**src/rtl/vend_pkg.sv**
```systemverilog
// Shared coin encodings, coin value lookup and controller state encoding
// for the vending credit controllers.
package vend_pkg;

  typedef enum logic [1:0] {
    COIN_5   = 2'b00,
    COIN_10  = 2'b01,
    COIN_25  = 2'b10,
    COIN_BAD = 2'b11
  } coin_e;

  typedef enum logic [1:0] {
    IDLE   = 2'b00,
    ACCUM  = 2'b01,
    VEND   = 2'b10,
    CHANGE = 2'b11
  } state_e;

  localparam int VAL_5  = 5;
  localparam int VAL_10 = 10;
  localparam int VAL_25 = 25;

  // Invalid code maps to 0 so it can never add credit.
  function automatic logic [4:0] coin_value(input logic [1:0] code);
    case (code)
      COIN_5:  return 5'(VAL_5);
      COIN_10: return 5'(VAL_10);
      COIN_25: return 5'(VAL_25);
      default: return 5'd0;
    endcase
  endfunction

endpackage

```
**src/rtl/vend_change_sel.sv**
```systemverilog
// Greedy change-coin selector: largest coin not exceeding the remainder.
// Purely combinational; coin_val is 0 when nothing is left to return.
module vend_change_sel
  import vend_pkg::*;
#(
  parameter int W = 7
) (
  input  logic [W-1:0] remain,
  output logic [1:0]   chg_coin,
  output logic [W-1:0] coin_val
);

  always_comb begin
    chg_coin = COIN_5;
    coin_val = '0;
    if (remain >= W'(VAL_25)) begin
      chg_coin = COIN_25;
      coin_val = W'(VAL_25);
    end else if (remain >= W'(VAL_10)) begin
      chg_coin = COIN_10;
      coin_val = W'(VAL_10);
    end else if (remain >= W'(VAL_5)) begin
      chg_coin = COIN_5;
      coin_val = W'(VAL_5);
    end
  end

endmodule

```
**src/rtl/vend_credit_fsm.sv**
```systemverilog
// Parametrised vending credit controller: coin accumulation, vend handshake,
// greedy change/refund. Define VEND_TIMEOUT_EN to enable idle auto-refund.
module vend_credit_fsm
  import vend_pkg::*;
#(
  parameter int PRICE          = 25,
  parameter int MAX_CREDIT     = 100,
  parameter int CREDIT_W       = 7,
  parameter int TIMEOUT_CYCLES = 1000
) (
  input  logic                clock,
  input  logic                reset,
  input  logic                coin_valid,
  input  logic [1:0]          coin_type,
  input  logic                cancel,
  output logic                coin_accept,
  output logic                coin_reject,
  output logic                vend_valid,
  input  logic                vend_ready,
  output logic                chg_valid,
  output logic [1:0]          chg_coin,
  input  logic                chg_ready,
  output logic [CREDIT_W-1:0] credit,
  output logic                busy
);

  // state  | meaning
  // IDLE   | no credit held
  // ACCUM  | credit held, below PRICE
  // VEND   | vend_valid raised, waiting for vend_ready
  // CHANGE | ejecting change/refund coins one at a time

  localparam int SUM_W = CREDIT_W + 1;

  if (PRICE % 5 != 0 || PRICE < 5 || PRICE > MAX_CREDIT) begin : g_bad_price
    $error("vend_credit_fsm: PRICE must be a multiple of 5 in 5..MAX_CREDIT");
  end
  if ((2 ** CREDIT_W) <= MAX_CREDIT) begin : g_bad_width
    $error("vend_credit_fsm: CREDIT_W too narrow for MAX_CREDIT");
  end
  if (TIMEOUT_CYCLES < 1) begin : g_bad_timeout
    $error("vend_credit_fsm: TIMEOUT_CYCLES must be at least 1");
  end

  state_e              state;
  logic [CREDIT_W-1:0] remain;
  logic [CREDIT_W-1:0] remain_nxt;
  logic [SUM_W-1:0]    coin_sum;
  logic                coin_ok;
  logic                timeout_hit;
  logic                refund_hit;
  logic                vend_fire;
  logic                chg_fire;
  logic [1:0]          sel_coin;
  logic [CREDIT_W-1:0] sel_val;

  assign coin_sum  = {1'b0, credit} + SUM_W'(coin_value(coin_type));
  assign coin_ok   = (coin_type != COIN_BAD) && (coin_sum <= SUM_W'(MAX_CREDIT));
  assign refund_hit = (state == ACCUM) && (cancel || timeout_hit);
  assign vend_fire = (state == VEND) && vend_valid && vend_ready;
  assign chg_fire  = (state == CHANGE) && chg_valid && chg_ready;

`ifdef VEND_TIMEOUT_EN
  localparam int TO_W = $clog2(TIMEOUT_CYCLES + 1);
  logic [TO_W-1:0] idle_cnt;

  assign timeout_hit = (state == ACCUM) && !coin_valid && (idle_cnt == '0);

  // Reloaded outside ACCUM and on every accepted coin; counts only coin-free cycles.
  always_ff @(posedge clock) begin
    if (reset || state != ACCUM || (coin_valid && coin_ok && !cancel))
      idle_cnt <= TO_W'(TIMEOUT_CYCLES - 1);
    else if (!coin_valid && idle_cnt != '0)
      idle_cnt <= idle_cnt - 1'b1;
  end
`else
  assign timeout_hit = 1'b0;
`endif

  always_comb begin
    remain_nxt = remain;
    if (vend_fire)
      remain_nxt = credit - CREDIT_W'(PRICE);
    else if (refund_hit)
      remain_nxt = credit;
    else if (chg_fire)
      remain_nxt = remain - CREDIT_W'(coin_value(chg_coin));
  end

  // Selection runs on the next remainder so chg_coin can be registered.
  vend_change_sel #(.W(CREDIT_W)) u_change_sel (
    .remain   (remain_nxt),
    .chg_coin (sel_coin),
    .coin_val (sel_val)
  );

  always_ff @(posedge clock) begin
    if (reset) begin
      state       <= IDLE;
      credit      <= '0;
      remain      <= '0;
      coin_accept <= 1'b0;
      coin_reject <= 1'b0;
      vend_valid  <= 1'b0;
      chg_valid   <= 1'b0;
      chg_coin    <= COIN_5;
      busy        <= 1'b0;
    end else begin
      coin_accept <= 1'b0;
      coin_reject <= 1'b0;
      remain      <= remain_nxt;
      case (state)
        IDLE, ACCUM: begin
          if (refund_hit) begin
            credit      <= '0;
            state       <= CHANGE;
            chg_valid   <= 1'b1;
            chg_coin    <= sel_coin;
            busy        <= 1'b1;
            coin_reject <= coin_valid;
          end else if (coin_valid) begin
            if (coin_ok) begin
              coin_accept <= 1'b1;
              credit      <= coin_sum[CREDIT_W-1:0];
              if (coin_sum >= SUM_W'(PRICE)) begin
                state      <= VEND;
                vend_valid <= 1'b1;
                busy       <= 1'b1;
              end else begin
                state <= ACCUM;
              end
            end else begin
              coin_reject <= 1'b1;
            end
          end
        end
        VEND: begin
          coin_reject <= coin_valid;
          if (vend_fire) begin
            vend_valid <= 1'b0;
            credit     <= '0;
            if (sel_val == '0) begin
              state <= IDLE;
              busy  <= 1'b0;
            end else begin
              state     <= CHANGE;
              chg_valid <= 1'b1;
              chg_coin  <= sel_coin;
            end
          end
        end
        CHANGE: begin
          coin_reject <= coin_valid;
          if (chg_fire) begin
            if (sel_val == '0) begin
              state     <= IDLE;
              chg_valid <= 1'b0;
              chg_coin  <= COIN_5;
              busy      <= 1'b0;
            end else begin
              chg_coin <= sel_coin;
            end
          end
        end
        default: state <= IDLE;
      endcase
    end
  end

endmodule
```
**config.mk**
```make
export PLATFORM = sky130hd
export DESIGN_NAME = vend_credit_fsm
export DESIGN_NICKNAME = d
export VERILOG_FILES = /design/src/rtl/vend_pkg.sv /design/src/rtl/vend_change_sel.sv /design/src/rtl/vend_credit_fsm.sv
export SDC_FILE = /design/constraint.sdc
export NUM_CORES = 1
export LEC_CHECK = 0
export BUFFER_PORTS_ARGS = -buffer_cell sky130_fd_sc_hd__buf_2
export CORE_AREA = 8 8 74 76
export CTS_CLUSTER_DIAMETER = 40
export CTS_CLUSTER_SIZE = 24
export DETAILED_ROUTE_END_ITERATION = 8
export DIE_AREA = 0 0 82 84
export GPL_TIMING_DRIVEN = 0
export PLACE_DENSITY = 0.68
export SYNTH_ARGS = -nofsm -noshare
export SYNTH_HDL_FRONTEND = slang
export SYNTH_SLANG_ARGS = --single-unit
```
**constraint.sdc**
```tcl
create_clock -name clock -period 4.1 [get_ports clock]
set_input_delay 0.41 -clock clock [delete_from_list [all_inputs] [get_ports clock]]
set_output_delay 0.41 -clock clock [all_outputs]
set_load 0.02 [all_outputs]
```
After elaboration in Yosys (flattened, before gate mapping)
Cells that the tools add are included.
Storage, ports and cells
  flip-flop bits (word level): 23
  input bits: 8
  output and inout bits: 14
  logic and storage cells: 114
Cells by class
  add/subtract/negate cells: 3
  $lt $le $gt $ge: 5
  eq/ne operators: 20
  multiplexer cells: 55
  bitwise gates (word level): 2
  reduce and logical (&&, ||, !) cells: 20
Operators with widths (number)
  $mux W7: 9
  $pmux W5 S3: 2
  $mux W2: 14
  $mux W1: 19
  $ne A2 B2 Y1 const B: 9
  $mux W5: 3
  $reduce_and A5 Y1: 3
  $pmux W7 S2: 1
  $pmux W2 S3: 2
  $ne A3 B3 Y1 const B: 3
  $add A7 B5 Y8: 1
  $eq A2 B2 Y1 const B: 4
  $ge A8 B5 Y1 const B: 1
  $le A8 B7 Y1 const B: 1
  $reduce_and A4 Y1: 2
  $ge A7 B3 Y1 const B: 1
  $ge A7 B4 Y1 const B: 1
  $ge A7 B5 Y1 const B: 1
  $logic_not A7 Y1: 1
  $sub A7 B5 Y7: 1
  $sub A7 B5 Y7 const B: 1
  $eq A2 B1 Y1 const B: 3
  $logic_and A1 B1 Y1: 6
  $logic_not A2 Y1: 3
  other kinds (9): 13

Logic depth before layout (Yosys ltp)
Gate-level depths: netlist of run 1.
  depth in word-level cells: 18
  depth in mapped cells: 13

Hierarchy
From an unflattened synthesis of run 1, not the netlist that was laid out.
Unflattened totals
  cell total of the unflattened synthesis: 255
  area, all modules: 1993.2 um^2
By module, submodules not included
  vend_credit_fsm: instances 1, cells an instance 234, area an instance 1864.3 um^2
  vend_change_sel: instances 1, cells an instance 21, area an instance 128.9 um^2

Worst setup path after synthesis of run 1
Ideal clock, no wire load.
  kind: in2reg
  start: input coin_type[0]
  end: register state[0]
  setup time: 0.120 ns
  data arrival time: 2.816 ns
  required time: 3.980 ns
  slack: 1.164 ns
  cell stages on the path: 12
  path buffers: 1
  cells stage by stage: inv_1 > ha_1 > fa_1 > a21o_1 > a2111oi_2 > o21ai_1 > a211oi_1 > a311oi_2 > a31oi_2 > buf_4 > a21oi_1 > o31a_1
On the way
  cells in the longest elaborated chain, start to end: 9
Ends and longest elaborated chain
  start: declaration: RTL line vend_credit_fsm.sv:14  | input logic [1:0] coin_type,
  $eq A2 B2 Y1 (tied with other cells): RTL line vend_pkg.sv:25  | case (code)
  $pmux W5 S3: RTL line vend_pkg.sv:25
  $add A7 B5 Y8: RTL line vend_credit_fsm.sv:57  | assign coin_sum = {1'b0, credit} + SUM_W'(coin_value(coin_type));
  $ge A8 B5 Y1: RTL line vend_credit_fsm.sv:125  | if (coin_sum >= SUM_W'(PRICE)) begin
  $mux W2: RTL line vend_credit_fsm.sv:125
  $mux W2: RTL line vend_credit_fsm.sv:122  | if (coin_ok) begin
  $mux W2: RTL line vend_credit_fsm.sv:121  | end else if (coin_valid) begin
  $mux W2: RTL line vend_credit_fsm.sv:114  | if (refund_hit) begin
  $pmux W2 S3: RTL line vend_credit_fsm.sv:112  | case (state)
  end signal: assignment: RTL line vend_credit_fsm.sv:116  | state <= CHANGE;
  end signal: assignment: RTL line vend_credit_fsm.sv:126  | state <= VEND;
  end signal: assignment: RTL line vend_credit_fsm.sv:130  | state <= ACCUM;
  end: declaration: RTL line vend_credit_fsm.sv:45  | state_e state;
Parallel ways exist; a longest one is shown, timed or not. The select of a mux whose other input is x is not followed.
A chain may end at the register's enable or synchronous reset.

Worst setup path in the final report of run 1
  start: register chg_coin[0]
  end: register busy
On the way
  cells in the longest elaborated chain, start to end: 17
Ends and longest elaborated chain
  start: declaration: RTL line vend_credit_fsm.sv:21  | output logic [1:0] chg_coin,
  start signal: assignment: RTL line vend_credit_fsm.sv:118  | chg_coin <= sel_coin;
  start signal: assignment: RTL line vend_credit_fsm.sv:148  | chg_coin <= sel_coin;
  start signal: assignment: RTL line vend_credit_fsm.sv:161  | chg_coin <= sel_coin;
  $eq A2 B2 Y1 (tied with other cells): RTL line vend_pkg.sv:25
  $pmux W5 S3 (*): RTL line vend_pkg.sv:25
  $mux W5 (*): RTL line vend_credit_fsm.sv:86  | else if (chg_fire)
  $mux W5 (*): RTL line vend_credit_fsm.sv:84  | else if (refund_hit)
  $mux W5 (*): RTL line vend_credit_fsm.sv:82  | if (vend_fire)
  $sub A7 B5 Y7 (*): RTL line vend_credit_fsm.sv:87  | remain_nxt = remain - CREDIT_W'(coin_value(chg_coin));
  $mux W7 (*): RTL line vend_credit_fsm.sv:86
  $mux W7 (*): RTL line vend_credit_fsm.sv:84
  $mux W7 (*): RTL line vend_credit_fsm.sv:82
  $ge A7 B3 Y1: RTL line vend_change_sel.sv:22  | end else if (remain >= W'(VAL_5)) begin
  $mux W3: RTL line vend_change_sel.sv:22
  $mux W7: RTL line vend_change_sel.sv:19  | end else if (remain >= W'(VAL_10)) begin
  $mux W7 (*): RTL line vend_change_sel.sv:16  | if (remain >= W'(VAL_25)) begin
  $logic_not A7 Y1 (*): RTL line vend_credit_fsm.sv:142, vend_credit_fsm.sv:155
  $mux W1 (*)
  $mux W1 (on tied branches)
  $pmux W1 S3 (*)
  end signal: assignment: RTL line vend_credit_fsm.sv:128  | busy <= 1'b1;
  end signal: assignment: RTL line vend_credit_fsm.sv:144  | busy <= 1'b0;
  end signal: assignment: RTL line vend_credit_fsm.sv:159  | busy <= 1'b0;
  end: declaration: RTL line vend_credit_fsm.sv:24  | output logic busy
Every way passes the cells marked *; elsewhere a longest branch is shown, timed or not. The select of a mux whose other input is x is not followed.

==> impl_results.md, run 1 <==
- Final period util: about 79%
- DR vias: 1,967
- Final antenna-violating net count: 0
- Crit path required time: approximately 4.3 ns
- Synth area leader: dfxtp_1
- DR iter-0 viols: ~110
- Die width: 82 µm
- Post-synth ARST share: 0%
- Worst VDD drop: about 0.18 mV
- DRC: 0
- Antenna cells: 0
- Post_cts resized: 0
- Number of H-tree levels: 1
- HP Start: coin_valid
- IO buf count: 20
- Post-layout instance area: about 2300 µm²
- Crit path kind: flip-flop to flip-flop
- DP Wirelength: between 4000 and 5000 µm
- Hold EP: coin_accept
- Arrival time worst endpoint: about 3.4 ns
- Grt ovf: 0
- Die Area: ~7000 µm²
- Ports: 22
- CTS Buffer Depth: 2
- Yosys reg bits: 23
- Tot Pwr: between 0.0008 and 0.0009 W
- Static Leakage: about 1.0 nW
- Most common cell after layout, fill and taps aside: buf_2
- Fin util: between 50% and 60%
- Vias in the first global route: roughly 1,900
- Hold Fails Final Rpt: 0
- Syn Area/Cell: roughly 8 µm²
- Startpoint types: flip-flop
- CTS tree: yes
- Top cell type's share of synthesized area: roughly 22%
- WL/cell: approximately 15 µm
- Worst path max stage delay: 0.61 ns
- Register area: about 460 µm²
- Hold-fix buffers, CTS: 0
- Top fanout value on the critical path: 4
- Total Wirelength: around 5100 µm
- Number of clock buffers inserted by TritonCTS: 3
- Cell chain of the critical path: inv_1 -> ha_1 -> inv_1 -> ha_1 -> a21oi_1 -> o21ai_0 -> a2111oi_0 -> nor3_1 -> o31ai_2 -> nor3_1 -> a31o_2 -> a221oi_2
- WHS: approximately 0.44 ns
- Clock slew at reported path FFs: ~0.09 ns
- Post-Synthesis Net Count: about 290
- Area grow syn2layout: 10.1%
- Pwr/cell area: about 350 nW/µm²
- Antenna violations before repair: 0
- Final Critical Period: approximately 3.2 ns
- Critical path endpoint category: flip-flop
- Slew Limit Headroom: roughly three fifths
- First-pass GRT wire length: roughly 8800 µm
- Core area: 4260 µm²
- Synth cell types: 66
- Main area contributors after synthesis: dfxtp_1 (22%), ha_1 (12%), a21oi_1 (5.5%)
- Largest net degree at the start of global routing: 14
- Status: complete, no violations
- GP Congestion: 0.883
- Slew @ Worst Pin: approximately 0.6 ns
- Total track usage: ~15%
- Worst skew pair latency: 0.27 ns
- Worst R2R Setup Slack: 0.87 ns
- Post-synth top flop: dfxtp_1
- Post-synth EDFFs: 0
- Hold WC Path Type: primary input to flip-flop
- Synth warn: 0
- Number of fill cells in the layout: approximately 430
- Mapped cell area: around 2100 µm²
- Rows: 24
- RSZ-0062 raised after global routing: no
- Max Freq: 310 MHz
- Clock Skew: 0.00331 ns
- Post-CTS Setup Bufs: 0
- Register area share after synthesis: 22.0%
- Die Y-Extent: 84 µm
- Depth of the worst register-to-register path: 12
- Multi-input combinational cell area: about 1500 µm²
- Placed Area: roughly 2300 µm²
- Vias per cell: roughly 5.9
- Reg2reg start: chg_coin[0]
- Slowest cell on the critical path: a2111oi_0
- Mapped Cells: about 260
- Nets: roughly 310
- Final setup TNS: 0 ns
- Starting density of the core: between 40% and 50%
- TritonCTS sink count: 23
- Layout cells sized above 1: roughly 17%
- Reg2reg end: busy
- Clock root cell: clkbuf_8
- Worst hold stages: 2
- 1st-pass router iterations: 4
- # setup viols final: 0
- Fin. max-slew vios: 0
- Total of max-cap violations: 0
- Most frequent cells in the layout: buf_2 (27), a21oi_1 (23), dfxtp_1 (23)
[worst max-delay path: cells and delay by family (launching register included)]
kind,cells,cell delay (ns)
AO/OA/AOI/OAI,6,1.70
buffers and inverters,2,0.16
flip-flops,1,0.36
adder cells (fa/ha/maj),2,0.60
AND/OR/NAND/NOR,2,0.33
[stage by stage]
stage               instances  worst slack [ns]
global placement          329             0.786
detailed placement        329             0.771
finish                    333             0.870
global route              333             0.539
CTS                       333             0.878
floorplan                 257              1.16
[synthesized netlist by cell type (3+ instances only)]
master / count
mux2i_1: 4
ha_1: 20
or3_1: 5
a211oi_1: 6
o21ai_1: 3
nand3_1: 4
nor3_1: 10
xnor2_1: 4
dfxtp_1: 23
nand2_1: 15
buf_2: 7
o21a_1: 3
nor2_1: 15
o21ai_0: 11
a31oi_1: 4
and3_1: 3
and2_1: 9
a21o_1: 3
nand3b_1: 4
inv_1: 18
nor4_1: 3
a21oi_1: 23
[worst max path at each step]
stage | from | end | slack, ns | cells after the start
2_1_floorplan | coin_type[0] | state[0] | 1.16 | 12
3_3_place_gp | coin_type[0] | state[0] | 0.79 | 13
3_5_place_dp | coin_type[0] | state[0] | 0.77 | 13
4_1_cts | chg_coin[0] | busy | 0.88 | 12
5_1_grt | chg_coin[0] | busy | 0.54 | 12
6_report | chg_coin[0] | busy | 0.87 | 12
[area by class of cell]
class                      count  area share (%)
multi-input combinational    202            64.3
sequential                    23            20.0
timing repair buffer          20            4.34
buffer                        14            3.63
clock inverter                 1           0.217
tap                           52            2.82
clock buffer                   3            1.79
inverter                      18            2.93
[power by group]
| group | internal [W] | total [W] | switching (W) |
|---|---|---|---|
| Clock | 0.0000680 | 0.000149 | 0.0000809 |
| Combinational | 0.000148 | 0.000376 | 0.000228 |
| Sequential | 0.000253 | 0.000290 | 0.0000375 |
[layer usage]
| layer | track usage (%) | wire length, µm | up-vias |
|---|---|---|---|
| li1 | - | - | 1010 |
| met1 | 19.9 | 2430 | 928 |
| met2 | 25.4 | 2510 | 21 |
| met3 | 2.16 | 103 | 8 |
| met4 | 4.79 | 78 | 0 |
| met5 | 0 | 0 | - |
[flip-flops by register name (all words and copies together) (netlist names)]
name         count
chg_valid        1
coin_reject      1
chg_coin         2
remain           7
coin_accept      1
credit           7
busy             1
state            2
vend_valid       1
[logic make-up after synthesis]
family | count (synthesis) | share of synthesized area (%)
AOI/OAI and AO/OA | 86 | 29.9
xor gates and xnor gates | 5 | 2.09
adders and majority gates | 22 | 13.9
buffers and inverters | 32 | 7.22
DFF | 23 | 22.0
muxes | 5 | 2.45
and+or+nand+nor | 84 | 22.5
No activity file was read; power rests on OpenSTA's default activity.
==> inputs of run 2 (changes only) <==
- ABC_AREA: unset -> 1
- CORE_AREA: 8 8 74 76 -> 8 8 76 78
- DIE_AREA: 0 0 82 84 -> 0 0 84 86
- PLACE_DENSITY: 0.68 -> 0.7
- clock period: 4.1 -> 2.95 ns (I/O delays scaled with it)
==> run 2 against run 1 <==
  * Utilization fell by 1.8 points
  * Fmax rose by 29%
  * Clock skew barely moved
  * Cell area rose by 4.3%
  * Largest power group unchanged
  * Synthesized cell count rose by 36%
  * Non-clock buffer count fell by 9
  * Power rose to 3.0 times the previous value
  * Highest routed layer unchanged
  * First-iteration DRC count rose by 9.2%
  * Register-to-register slack got worse by 0.43 ns
  * Final cell count rose by 29%
==> impl_results.md, run 2 <==
- Core area: 4600 µm² (+7.8%)
- Synth cell count leaders: nand2_1 (100), inv_1 (58), nand3_1 (29), nor2_1 (29), a21oi_1 (26)
- Number of fill cells in the layout: 465 (+8.4%)
- DR vias: 2,145 (+9.0%)
- Final Non-Filler Cells: 428 (+29%)
- Status: complete, no violations
- TritonCTS sink count: 23 (unchanged)
- Rows: 25 (+4.2%)
- Hold WC Path Type: primary input to flip-flop
- Post-CTS Setup Bufs: 0 (unchanged)
- Post-synth top flop: dfxtp_1
- DRC: 0 (unchanged)
- Inst Count DP: 424 (+29%)
- Vias in the first global route: 1,962 (+5.6%)
- Clock Skew: 0.00291 ns (-0.000399 ns)
- Met3 Use GR: 2.27% (+0.12 points)
- Gr busiest metal: met2
- Ports: 22 (unchanged)
- Mapped cell area: 2190 µm² (+4.4%)
- Multi-input combinational cell area: 1460 µm² (-1.8%)
- Top fanout value on the critical path: 5 (+1)
- Arrival time worst endpoint: 2.66 ns (-0.76 ns)
- Startpoint types: flip-flop
- Most common cell after layout, fill and taps aside: nand2_1
- Main area contributors after synthesis: dfxtp_1 (21%), nand2_1 (17%), ha_1 (11%)
- Total track usage: 13.9% (-1.6 points)
- Synth cell types: 30 (-55%)
- Most common cell in the netlist: nand2_1
- Layout cells sized above 1: 15.5% (-1.9 points)
- Clock slew at reported path FFs: 0.09 ns (about the same)
- # setup viols final: 0 (unchanged)
- Starting density of the core: 47.6% (-1.6 points)
- Setup WS pre-CTS: 0.356 ns (-0.416 ns)
- Critical path endpoint category: flip-flop
- CP most frequent cell: nand2_1
- Final Critical Period: 2.51 ns (-0.720 ns)
- Final antenna-violating net count: 0 (unchanged)
- CTS Buffer Depth: 2 (unchanged)
- Most frequent cells in the layout: nand2_1 (100), inv_1 (58), nor2_1 (29), nand3_1 (29), a21oi_1 (26)
- Register area share after synthesis: 21.1% (-0.92 points)
- Grt ovf: 0 (unchanged)
- Worst VDD drop: 0.487 mV (+170%)
- Hold-fix buffers, CTS: 0 (unchanged)
- Fin. max-slew vios: 0 (unchanged)
- Max Freq: 398 MHz (+29%)
- Antenna cells: 0 (unchanged)
- Nets: 405 (+30%)
- Post-Synthesis Net Count: 379 (+32%)
- Mapped Cells: 349 (+36%)
- Final setup TNS: 0 ns (unchanged)
- GR Layer Usage met2: 23.3% (-2.1 points)
- Critical path's top delay family: simple AND/OR/NAND/NOR gates
- Post_cts resized: 0 (unchanged)
- Slew @ Worst Pin: 0.538 ns (-0.0648 ns)
- First-pass GRT wire length: 8460 µm (-3.8%)
- Total Wirelength: 4950 µm (-3.5%)
- Yosys reg bits: 23 (unchanged)
- WL/cell: 11.6 µm (-25%)
- Worst skew pair latency: 0.27 ns (about the same)
- Top flop regs: credit (7), remain (7)
- Synth warn: 0 (unchanged)
- Die Y-Extent: 86 µm (+2.4%)
- GP Congestion: 0.867 (-1.9%)
- Number of H-tree levels: 1 (unchanged)
- Number of clock buffers inserted by TritonCTS: 3 (unchanged)
- Static Leakage: 1.36 nW (+35%)
- Antenna violations before repair: 0 (unchanged)
- Post-layout instance area: 2410 µm² (+4.3%)
- Post-synth EDFFs: 0 (unchanged)
- Slew Limit Headroom: 64.1% (+5.4 points)
- Vias per cell: 5.01 (-15%)
- Die width: 84 µm (+2.4%)
- CTS tree: yes
- Hold Fails Final Rpt: 0 (unchanged)
- Top cell type's share of synthesized area: 21.1% (-0.92 points)
- Final period util: 85.1% (+6.3 points)
- Post-synth ARST share: 0% (unchanged)
- 1st-pass router iterations: 4 (unchanged)
- Syn Area/Cell: 6.27 µm² (-23%)
- Largest net degree at the start of global routing: 14 (unchanged)
- Crit path kind: flip-flop to flip-flop
- Pwr/cell area: 1030 nW/µm² (+190%)
- Cell chain of the critical path: inv_1 -> ha_1 -> inv_1 -> ha_1 -> a21oi_1 -> nand2_1 -> nand2_1 -> nand2_1 -> nand2_1 -> nand3_1 -> nand2_1 -> nand2_2 -> nor2_4 -> nand4_1 -> a21oi_1 -> a21oi_1
- Final worst setup slack: 0.440 ns (-0.430 ns)
- CP Buf/Inv Count: 2 (unchanged)
- Worst path max stage delay: 0.36 ns (-0.25 ns)
- Die Area: 7220 µm² (+4.9%)
- Clock root cell: clkbuf_8
- RSZ-0062 raised after global routing: no
- Synth area leader: dfxtp_1
- DR iter-0 viols: 119 (+9.2%)
- Met1 usage: 17.2% (-2.7 points)
- Slowest cell on the critical path: dfxtp_1
- Register area: 460 µm² (unchanged)
- Placed Area: 2360 µm² (+4.4%)
- DP Wirelength: 4040 µm (-0.26%)
- Area grow syn2layout: 10.0% (about the same)
- Crit path required time: 3.10 ns (-1.19 ns)
- IO buf count: 21 (+5.0%)
- Total of max-cap violations: 0 (unchanged)
[run 2: changes by cell type in the layout (fill, tap and decap cells not counted), sizes merged, moves of 5 or more]
cell and change:
nand2 +95, inv +44, nand3 +29, nor2 +21
nor3 -10, and2 -9, buf -8, nand4 +7
a31oi -5, or3 -5
[run 2: cell type report]
class / instances / share of cell area, %
well taps: 54 / 2.81
inverters: 62 / 9.88
clock inverters: 1 / 0.208
flip-flops and latches: 23 / 19.1
multi-input cells: 260 / 60.6
repair buffers: 21 / 4.37
plain buffers: 4 / 1.30
clock buffers: 3 / 1.72
[run 2: cells by family after synthesis]
kind of cell,Yosys count,share of synthesized area (%)
xor gates and xnor gates,1,0.401
DFF,23,21.1
adders and majority gates,22,13.3
buffers and inverters,66,12.3
and+or+nand+nor,194,41.9
AOI/OAI and AO/OA,43,11.0
[run 2: per-layer routing]
layer / vias to the layer above / wire [µm]
met5: - / 0
li1: 1161 / -
met2: 48 / 2270
met4: 0 / 89
met1: 929 / 2420
met3: 7 / 172
[run 2: stage by stage]
stage                     util, %  power [W]  hold slack, ns
after floorplan                 -    0.00190           0.368
after global placement       51.3    0.00226           0.455
after detailed placement     51.3    0.00228           0.454
after CTS                    52.3    0.00250           0.261
after global routing         52.3    0.00277           0.269
final                        52.3    0.00248           0.264
[run 2: worst paths after layout]
kind         slack, ns  cells after the start     endpoint        start
max               0.44                     16     state[0]  chg_coin[0]
min               0.26                      3  coin_accept   coin_valid
max reg2reg       0.44                     16     state[0]  chg_coin[0]
min reg2reg       0.48                      2         busy         busy
[run 2: power by group]
group	leakage, nW	internal, W	total, W	switching [W]
clock	0.0255	0.0000948	0.000208	0.000114
combinational	1.14	0.000623	0.00174	0.00112
sequential	0.189	0.000421	0.000531	0.000110
total	1.36	0.00114	0.00248	0.00134
[run 2: worst register-to-register path, cell delays in order (launching register included)]
cell	delay, ns
dfxtp_1	0.36
inv_1	0.10
ha_1	0.29
inv_1	0.05
ha_1	0.31
a21oi_1	0.19
nand2_1	0.09
nand2_1	0.08
nand2_1	0.05
nand2_1	0.05
nand3_1	0.06
nand2_1	0.10
nand2_2	0.07
nor2_4	0.17
nand4_1	0.17
a21oi_1	0.17
a21oi_1	0.07
